$ cat src/rtl/aha_clock_en_generator.sv
// Programmable clock-enable generator: one-cycle CE every DIV_CUR+1 clocks.
// Divisor changes use a 4-phase REQ/ACK handshake and take effect only at a period boundary.
module aha_clock_en_generator #(
  parameter int DIV_W       = 4,
  parameter int DEFAULT_DIV = 1
) (
  input  logic             CLK,
  input  logic             RESET,
  input  logic             EN,
  input  logic             DIV_REQ,
  input  logic [DIV_W-1:0] DIV_SEL,
  output logic             DIV_ACK,
  output logic             CE,
  output logic [DIV_W-1:0] DIV_CUR
);

  typedef enum logic [1:0] {
    IDLE = 2'd0,
    PEND = 2'd1,
    ACK  = 2'd2
  } state_t;

  state_t           state_q, state_d;
  logic [DIV_W-1:0] cnt_q, cnt_d;
  logic [DIV_W-1:0] div_cur_q, div_cur_d;
  logic [DIV_W-1:0] div_nxt_q, div_nxt_d;
  logic             ce_q, ce_d;
  logic             ack_q, ack_d;
  logic             at_end;
  logic             bnd;

  assign at_end = (cnt_q == div_cur_q);
  // A disabled generator is always at a boundary, so changes apply without waiting.
  assign bnd    = at_end || !EN;

  always_comb begin
    state_d   = state_q;
    div_cur_d = div_cur_q;
    div_nxt_d = div_nxt_q;
    ack_d     = ack_q;
    ce_d      = EN && at_end;

    if (!EN || at_end) cnt_d = '0;
    else               cnt_d = cnt_q + DIV_W'(1);

    unique case (state_q)
      IDLE: begin
        if (DIV_REQ) begin
          div_nxt_d = DIV_SEL;
          state_d   = PEND;
        end
      end
      PEND: begin
        // Completes even if REQ has already dropped; ACK then lasts one cycle.
        if (bnd) begin
          div_cur_d = div_nxt_q;
          cnt_d     = '0;
          ack_d     = 1'b1;
          state_d   = ACK;
        end
      end
      ACK: begin
        if (!DIV_REQ) begin
          ack_d   = 1'b0;
          state_d = IDLE;
        end
      end
      default: begin
        ack_d   = 1'b0;
        state_d = IDLE;
      end
    endcase
  end

  always_ff @(posedge CLK or posedge RESET) begin
    if (RESET) begin
      state_q   <= IDLE;
      cnt_q     <= '0;
      div_cur_q <= DIV_W'(DEFAULT_DIV);
      div_nxt_q <= '0;
      ce_q      <= 1'b0;
      ack_q     <= 1'b0;
    end else begin
      state_q   <= state_d;
      cnt_q     <= cnt_d;
      div_cur_q <= div_cur_d;
      div_nxt_q <= div_nxt_d;
      ce_q      <= ce_d;
      ack_q     <= ack_d;
    end
  end

  assign CE      = ce_q;
  assign DIV_ACK = ack_q;
  assign DIV_CUR = div_cur_q;

endmodule
$ cat config.mk
export PLATFORM = sky130hd
export DESIGN_NAME = aha_clock_en_generator
export DESIGN_NICKNAME = d
export VERILOG_FILES = /design/src/rtl/aha_clock_en_generator.sv
export SDC_FILE = /design/constraint.sdc
export NUM_CORES = 1
export LEC_CHECK = 0
export BUFFER_PORTS_ARGS = -buffer_cell sky130_fd_sc_hd__buf_2
export CORE_MARGIN = 1
export CORE_UTILIZATION = 49
export CTS_BUF_LIST = sky130_fd_sc_hd__clkbuf_4 sky130_fd_sc_hd__clkbuf_8
export DETAILED_ROUTE_END_ITERATION = 7
export PLACE_DENSITY = 0.86
export SYNTH_ARGS = -nofsm -noshare
export SYNTH_HDL_FRONTEND = slang
export SYNTH_SLANG_ARGS = --single-unit
$ cat constraint.sdc
create_clock -name CLK -period 1.8 [get_ports CLK]
set_input_delay 0.36 -clock CLK [delete_from_list [all_inputs] [get_ports CLK]]
set_output_delay 0.36 -clock CLK [all_outputs]
set_load 0.02 [all_outputs]
==> metrics.yaml, run 1 <==
timing.final.hold_violations: 0
path_max_fanout: 5
syn_inst: 50
synthFlopType: "dfrtp_1"
first_global_vias: 437
hold_ws_ns: 0.111
floorplan.initialDensity: 0.523
met3_usage: 0.0511
grt_start_max_net_pins: 17
p_switching_uw: 530
synth.yosys.seq_area_share: 0.590
gp_congestion: 0.745
synthArstFlopShare: 1.00
crit_path_top_delay_cell: "dfstp_2"
rsz0062_at_grt: "false"
avgSynthCellArea_um2: 13.6
met2_usage: 0.308
period_share: 0.889
clk_latency_ns: 0.28
wl_um: 1030
ys.warnings.count: 0
combPwrFrac: 0.396
report.final.slew_viol_count: 0
cap_violations: 0
diodes: 0
worstReg2RegStart: "DIV_CUR[0]$_DFFE_PP1P_"
cp_slowest_stage_delay_ns: 0.55
grt.overflow.total: 0
fin_crit_ns: 1.60
ys_ff_latch: 16
place_hpwl_um: 785
worstSetupEndpointType: "flip-flop"
clockRootBuffer: "clkbuf_4"
post_cts_buffers: 0
internal_power_uw: 875
yosysUniqueCellTypes: 18
post_cts_resized: 0
path_clk_slew_ns: 0.09
drc: 0
holdBufCountCts: 0
synth_edf_count: 0
io_pins: 14
numCtsBuffers: 3
synth_top_area_share: 0.551
crit_required_ns: 1.98
switching_share: 0.377
power_density_nw_per_um2: 1750
vdd_drop_max_mv: 0.956
finalNonFillerCells: 83
vias_per_cell: 5.17
wl_per_cell_um: 12.4
antenna_found_initial: 0
cts_tree: "yes"
setup.worst_path.start: "DIV_CUR[0]$_DFFE_PP1P_"
syn-cell-area_um2: 681
grt_pass1_wl_um: 1760
clockBufferDepth: 2
nets: 78
yosysMostFrequentCell: "dfrtp_1"
synth_top_area_cell: "dfrtp_1"
detailroute.via_count: 429
gr-max-usage-layer: "met2"
synthTopCellsByArea: "dfrtp_1, mux2_2, xor2_1"
critical_path_class: "reg2reg"
firstDrtPassIters: 5
core_um2: 1300
p_clk_frac: 0.147
cp-start-kind: "flip-flop"
setup_violations: 0
drtIter0Drc: 15
power_frac_seq: 0.457
die_h_um: 39.3
dieArea_um2: 1540
dp.cells: 79
syn2layout_area_growth_pct: 17.8
clkSinkCount: 16
synthTopCellsByCount: "dfrtp_1, mux2_2, nor2_1, xor2_1, inv_1"
worst_hold_path_type: "in2async"
synth.net_count: 59
outcome: "completed"
finalSetupTns_ns: 0
track_usage: 0.182
p_leak_uw: 0.000391
antenna_left: 0
port_buffers: 13
drive_above_1_share: 0.426
grtUsageMet1: 0.204
max-slew-margin-rel: 0.621
worstPathCellList: "xor2_1 -> o41ai_4 -> nand3_4 -> mux2_2"
die_w_um: 39.3
cts_htree_levels: 1
tightestPinTransition_ns: 0.568
rows: 13
critical_path_arrival_ns: 1.78
finalClockSkew_ns: 0.0117
timing.fmax_ghz: 0.625
power groups by stage:
stage	sequential, µW	combinational [µW]	clock (µW)
2_1_floorplan	708	351	0
3_3_place_gp	648	543	0
3_5_place_dp	654	560	0
4_1_cts	646	563	214
5_1_grt	667	617	233
6_report	642	557	206
routing by layer:
layer  share of wire  vias up
li1                -      207
met1            0.45      208
met2            0.51       12
met3           0.033        2
met4          0.0039        0
met5               0        -
layout make-up:
class / count / area, µm²
clock buffer: 4 / 30.0
fill: 113 / 499
inverter: 3 / 11.3
multi-input combinational: 31 / 268
sequential: 16 / 402
tap: 15 / 18.8
timing repair buffer: 14 / 72.6
state kept, by name, indices dropped and copies added (netlist names):
signal	cells
state_q	2
DIV_CUR	4
div_nxt_q	4
CE	1
cnt_q	4
DIV_ACK	1
logic make-up (layout without fill, tap and decap cells):
logic type,after synthesis,in the layout,share of synthesized area
AO/OA/AOI/OAI,5,5,0.0717
XOR/XNOR,6,6,0.0772
buffers and inverters,3,21,0.0165
multiplexers,8,8,0.132
flip-flops,16,16,0.590
adder cells (fa/ha/maj),1,1,0.0184
AND/OR/NAND/NOR,11,11,0.0938
cells in the final DEF, fill, tap and decap left out, types with 2 or more instances in the layout:
cell,instances
mux2_2,8
dfrtp_1,15
a21oi_1,2
inv_1,3
buf_2,13
xor2_1,5
clkbuf_4,4
nor2_1,5
worst paths after layout:
kind	to	slack, ns	depth (start not counted)
setup / recovery	DIV_CUR[3]$_DFFE_PP0P_	0.20	4
hold / removal	CE$_DFF_PP0_	0.11	2
setup reg to reg	DIV_CUR[3]$_DFFE_PP0P_	0.20	4
hold reg to reg	DIV_CUR[2]$_DFFE_PP0P_	0.51	1
max in group asynchronous	DIV_CUR[0]$_DFFE_PP1P_	1.30	2
min in group CLK	div_nxt_q[1]$_DFFE_PP0P_	0.31	2
per-stage QoR:
stage	cell area, µm²	power [µW]	util	worst slack [ns]
after floorplan	681	1060	-	0.0472
after global placement	772	1190	0.593	0.232
after detailed placement	772	1210	0.593	0.181
after CTS	802	1420	0.616	0.183
after global routing	802	1520	0.616	0.130
final	802	1410	0.616	0.200
critical path, delay by kind of cell (launching register included):
kind / cells / cell delay, ns
flops: 1 / 0.55
compound gates: 1 / 0.42
mux: 1 / 0.29
simple gates: 1 / 0.14
xor+xnor: 1 / 0.10
No activity file was read; power rests on OpenSTA's default activity.
==> inputs of run 2 (changes only) <==
--- a/config.mk
+++ b/config.mk
@@ -7,10 +7,10 @@
 export LEC_CHECK = 0
 export BUFFER_PORTS_ARGS = -buffer_cell sky130_fd_sc_hd__buf_2
 export CORE_MARGIN = 1
-export CORE_UTILIZATION = 49
+export CORE_UTILIZATION = 50
 export CTS_BUF_LIST = sky130_fd_sc_hd__clkbuf_4 sky130_fd_sc_hd__clkbuf_8
 export DETAILED_ROUTE_END_ITERATION = 7
-export PLACE_DENSITY = 0.86
+export PLACE_DENSITY = 0.85
 export SYNTH_ARGS = -nofsm -noshare
 export SYNTH_HDL_FRONTEND = slang
 export SYNTH_SLANG_ARGS = --single-unit
==> constraint.sdc (replaced) <==
create_clock -name CLK -period 1.7 [get_ports CLK]
set_input_delay 0.34 -clock CLK [delete_from_list [all_inputs] [get_ports CLK]]
set_output_delay 0.34 -clock CLK [all_outputs]
set_load 0.02 [all_outputs]
==> run 2 against run 1 <==
- maximum frequency down 2.3%
- clock skew decreased by 0.010 ns
- critical path depth is the same
- combinational power is 14% higher
- largest power group unchanged
- largest cell class unchanged
==> metrics.yaml, run 2 (synthesis gave the netlist of run 1 again) <==
holdBufCountCts: 0
crit_path_top_delay_cell: "dfstp_2"
gp_congestion: 0.728
firstDrtPassIters: 4
antenna_left: 0
cp_slowest_stage_delay_ns: 0.57
cap_violations: 0
vdd_drop_max_mv: 1.19
critical_path_class: "reg2reg"
crit_required_ns: 1.88
antenna_found_initial: 0
floorplan.initialDensity: 0.574
io_pins: 14
worst_hold_path_type: "in2async"
numCtsBuffers: 3
drc: 0
die_w_um: 38.9
place_ws_ns: 0.0861
port_buffers: 13
wl_per_cell_um: 14.0
dp.cells: 78
dieArea_um2: 1510
worstSetupEndpointType: "flip-flop"
worstPathCellList: "xor2_2 -> o41ai_4 -> nand3_4 -> mux2_2"
setup_violations: 0
grt.overflow.total: 0
cp-start-kind: "flip-flop"
clk_latency_ns: 0.28
first_global_vias: 410
wl_um: 1160
rows: 12
diodes: 0
finalNonFillerCells: 83
final_cell_mix: "dfrtp_1, buf_2, mux2_2, nor2_1"
cts_tree: "yes"
drive_above_1_share: 0.507
core_um2: 1190
tightestPinTransition_ns: 0.596
vias_per_cell: 5.27
grt_pass1_wl_um: 1780
critPathTopFamily: "flip-flops"
clkSinkCount: 16
clockRootBuffer: "clkbuf_4"
drtIter0Drc: 4
detailroute.via_count: 437
fin_crit_ns: 1.64
path_clk_slew_ns: 0.09
die_h_um: 38.9
power_density_nw_per_um2: 1910
rsz0062_at_grt: "true"
nets: 79
nFillCells: 93
syn2layout_area_growth_pct: 23.3
p_leak_uw: 0.000400
path_buf_inv: 0
clockBufferDepth: 2
timing.fmax_ghz: 0.610
critical_path_arrival_ns: 1.81
max-slew-margin-rel: 0.602
outcome: "completed"
cts_htree_levels: 1
report.final.slew_viol_count: 0
place_hpwl_um: 895
timing.final.hold_violations: 0
finalClockSkew_ns: 0.00161
grt_start_max_net_pins: 17
track_usage: 0.186
path_max_fanout: 5
finalWorstSetupSlack_ns: 0.0620
period_share: 0.964
run 2: final cells by class:
cell class / instances / area [µm²] / area share
clock buffer: 4 / 36.3 / 0.0432
inverter: 3 / 11.3 / 0.0134
multi-input combinational: 31 / 290 / 0.346
sequential: 16 / 404 / 0.481
tap: 14 / 17.5 / 0.0209
timing repair buffer: 15 / 80.1 / 0.0954
run 2: metrics by stage:
| step | TNS (ns) | util | area (µm²) | total power, µW | hold slack [ns] |
|---|---|---|---|---|---|
| floorplan | -0.0252 | - | 698 | 1150 | 0.253 |
| global placement | 0 | 0.665 | 788 | 1290 | 0.426 |
| detailed placement | 0 | 0.665 | 788 | 1330 | 0.429 |
| CTS | 0 | 0.695 | 825 | 1580 | 0.117 |
| global route | -0.00782 | 0.708 | 840 | 1710 | 0.153 |
| finish | 0 | 0.708 | 840 | 1600 | 0.104 |
run 2: worst paths after layout:
check                                    startpoint                       end  slack, ns  cells past startpoint
min in group CLK                         DIV_SEL[3]  div_nxt_q[3]$_DFFE_PP0P_       0.28                      2
setup / recovery             DIV_CUR[0]$_DFFE_PP1P_    DIV_CUR[2]$_DFFE_PP0P_       0.06                      4
max in group asynchronous                     RESET    DIV_CUR[2]$_DFFE_PP0P_       1.18                      2
hold reg to reg            div_nxt_q[3]$_DFFE_PP0P_  div_nxt_q[3]$_DFFE_PP0P_       0.51                      1
hold / removal                                RESET       DIV_ACK$_DFFE_PP0P_       0.10                      2
setup reg to reg             DIV_CUR[0]$_DFFE_PP1P_    DIV_CUR[2]$_DFFE_PP0P_       0.06                      4
run 2: metal layers:
| metal | part of all wire | track usage | up-vias |
|---|---|---|---|
| li1 | - | - | 207 |
| met1 | 0.44 | 0.224 | 211 |
| met2 | 0.51 | 0.308 | 16 |
| met3 | 0.040 | 0.0347 | 3 |
| met4 | 0.015 | 0.103 | 0 |
| met5 | 0 | 0 | - |
run 2: what timing repair did:
| action | in CTS | in global routing |
|---|---|---|
| endpoints found under the setup margin | 0 | 1 |
| resized for setup | 0 | 1 |
| setup buffers | 0 | 1 |
| hold endpoints to repair | 0 | 0 |
run 2: power by group:
part           switching (µW)  total, µW  internal [µW]
registers                 161        719            558
clock network             118        248            130
logic                     336        635            299
total                     615       1600            987
==> inputs of run 3 (changes only) <==
==> constraint.sdc (replaced) <==
create_clock -name CLK -period 1.8 [get_ports CLK]
set_input_delay 0.36 -clock CLK [delete_from_list [all_inputs] [get_ports CLK]]
set_output_delay 0.36 -clock CLK [all_outputs]
set_load 0.02 [all_outputs]
==> run 3 against run 2 <==
- clock skew increased by 0.0094 ns
- maximum frequency grew 0.16%
- routed wire length up 8.0%
- hold slack improved by 0.0052 ns
- final area shrank 3.9%
- combinational power fell by 9.9%
- clock power shrank 4%
==> metrics.yaml, run 3 (synthesis gave the netlist of run 1 again) <==
grt.overflow.total: 0
report.final.slew_viol_count: 0
critPathTopFamily: "flip-flops"
detailroute.via_count: 443
finalClockSkew_ns: 0.0110
port_buffers: 13
critical_path_class: "reg2reg"
drtIter0Drc: 5
clockRootBuffer: "clkbuf_4"
rows: 12
grt_start_max_net_pins: 17
max-slew-margin-rel: 0.619
fin_crit_ns: 1.64
post_cts_resized: 0
die_w_um: 38.9
post_cts_buffers: 0
timing.fmax_ghz: 0.611
io_pins: 14
worstPathCellList: "xor2_1 -> o41ai_4 -> nand3_4 -> mux2_2"
cts_htree_levels: 1
worstSetupEndpointType: "flip-flop"
rsz0062_at_grt: "false"
finalWorstSetupSlack_ns: 0.165
first_global_vias: 459
worst_hold_path_type: "in2async"
wl_per_cell_um: 15.3
p_leak_uw: 0.000394
floorplan.initialDensity: 0.574
antenna_left: 0
cp_slowest_stage_delay_ns: 0.56
final_cell_mix: "dfrtp_1, buf_2, mux2_2, nor2_1, xor2_1"
place_ws_ns: 0.171
gp_congestion: 0.729
grt_pass1_wl_um: 2070
track_usage: 0.215
vias_per_cell: 5.40
antenna_found_initial: 0
period_share: 0.909
wl_um: 1260
cts_tree: "yes"
finalSetupTns_ns: 0
critical_path_arrival_ns: 1.81
path_buf_inv: 0
cp-start-kind: "flip-flop"
firstDrtPassIters: 3
drc: 0
vdd_drop_max_mv: 0.868
crit_required_ns: 1.97
drive_above_1_share: 0.426
dieArea_um2: 1510
place_hpwl_um: 988
power_density_nw_per_um2: 1820
syn2layout_area_growth_pct: 18.6
setup_violations: 0
die_h_um: 38.9
cap_violations: 0
clockBufferDepth: 2
core_um2: 1190
nets: 78
diodes: 0
timing.final.hold_violations: 0
power.total_uw: 1470
outcome: "completed"
holdBufCountCts: 0
tightestPinTransition_ns: 0.571
clk_latency_ns: 0.29
path_clk_slew_ns: 0.10
final_common_cell: "dfrtp_1"
crit_path_top_delay_cell: "dfstp_2"
clkSinkCount: 16
path_max_fanout: 5
numCtsBuffers: 3
[run 3: cell count changes in the layout (fill, tap and decap cells not counted), sizes merged]
cell,change
buf,-1
[run 3: worst paths after layout]
kind | from | end | slack [ns] | cells past startpoint
min in group CLK | DIV_SEL[0] | div_nxt_q[0]$_DFFE_PP0P_ | 0.30 | 2
max reg2reg | DIV_CUR[0]$_DFFE_PP1P_ | DIV_CUR[3]$_DFFE_PP0P_ | 0.16 | 4
max in group asynchronous | RESET | DIV_CUR[0]$_DFFE_PP1P_ | 1.31 | 2
min reg2reg | state_q[1]$_DFFE_PP0P_ | DIV_ACK$_DFFE_PP0P_ | 0.52 | 1
max | DIV_CUR[0]$_DFFE_PP1P_ | DIV_CUR[3]$_DFFE_PP0P_ | 0.16 | 4
min | RESET | DIV_CUR[2]$_DFFE_PP0P_ | 0.11 | 2
[run 3: layout make-up]
cell class	instances	area, µm²
fillers	100	379
inverters	3	11.3
repair buffers	14	72.6
clock buffers	4	36.3
well taps	14	17.5
multi-input cells	31	268
flip-flops and latches	16	402
[run 3: stage by stage]
stage	hold slack (ns)	util	area, µm²	cells
2_1_floorplan	0.273	-	681	50
3_3_place_gp	0.445	0.650	771	78
3_5_place_dp	0.451	0.650	771	78
4_1_cts	0.127	0.680	807	82
5_1_grt	0.185	0.680	807	82
6_report	0.110	0.680	807	82
[run 3: power by group]
group / switching (µW) / leakage (µW) / total, µW / internal, µW
combinational: 321 / 0.000176 / 572 / 251
sequential: 136 / 0.000197 / 658 / 522
clock: 114 / 0.0000210 / 237 / 123
total: 571 / 0.000394 / 1470 / 897
[run 3: layer usage]
| metal | global-route usage | vias to the layer above | share of wire |
|---|---|---|---|
| met5 | 0 | - | 0 |
| met4 | 0.155 | 0 | 0.020 |
| met3 | 0.0173 | 4 | 0.025 |
| met2 | 0.346 | 10 | 0.54 |
| met1 | 0.267 | 223 | 0.42 |
| li1 | - | 206 | - |
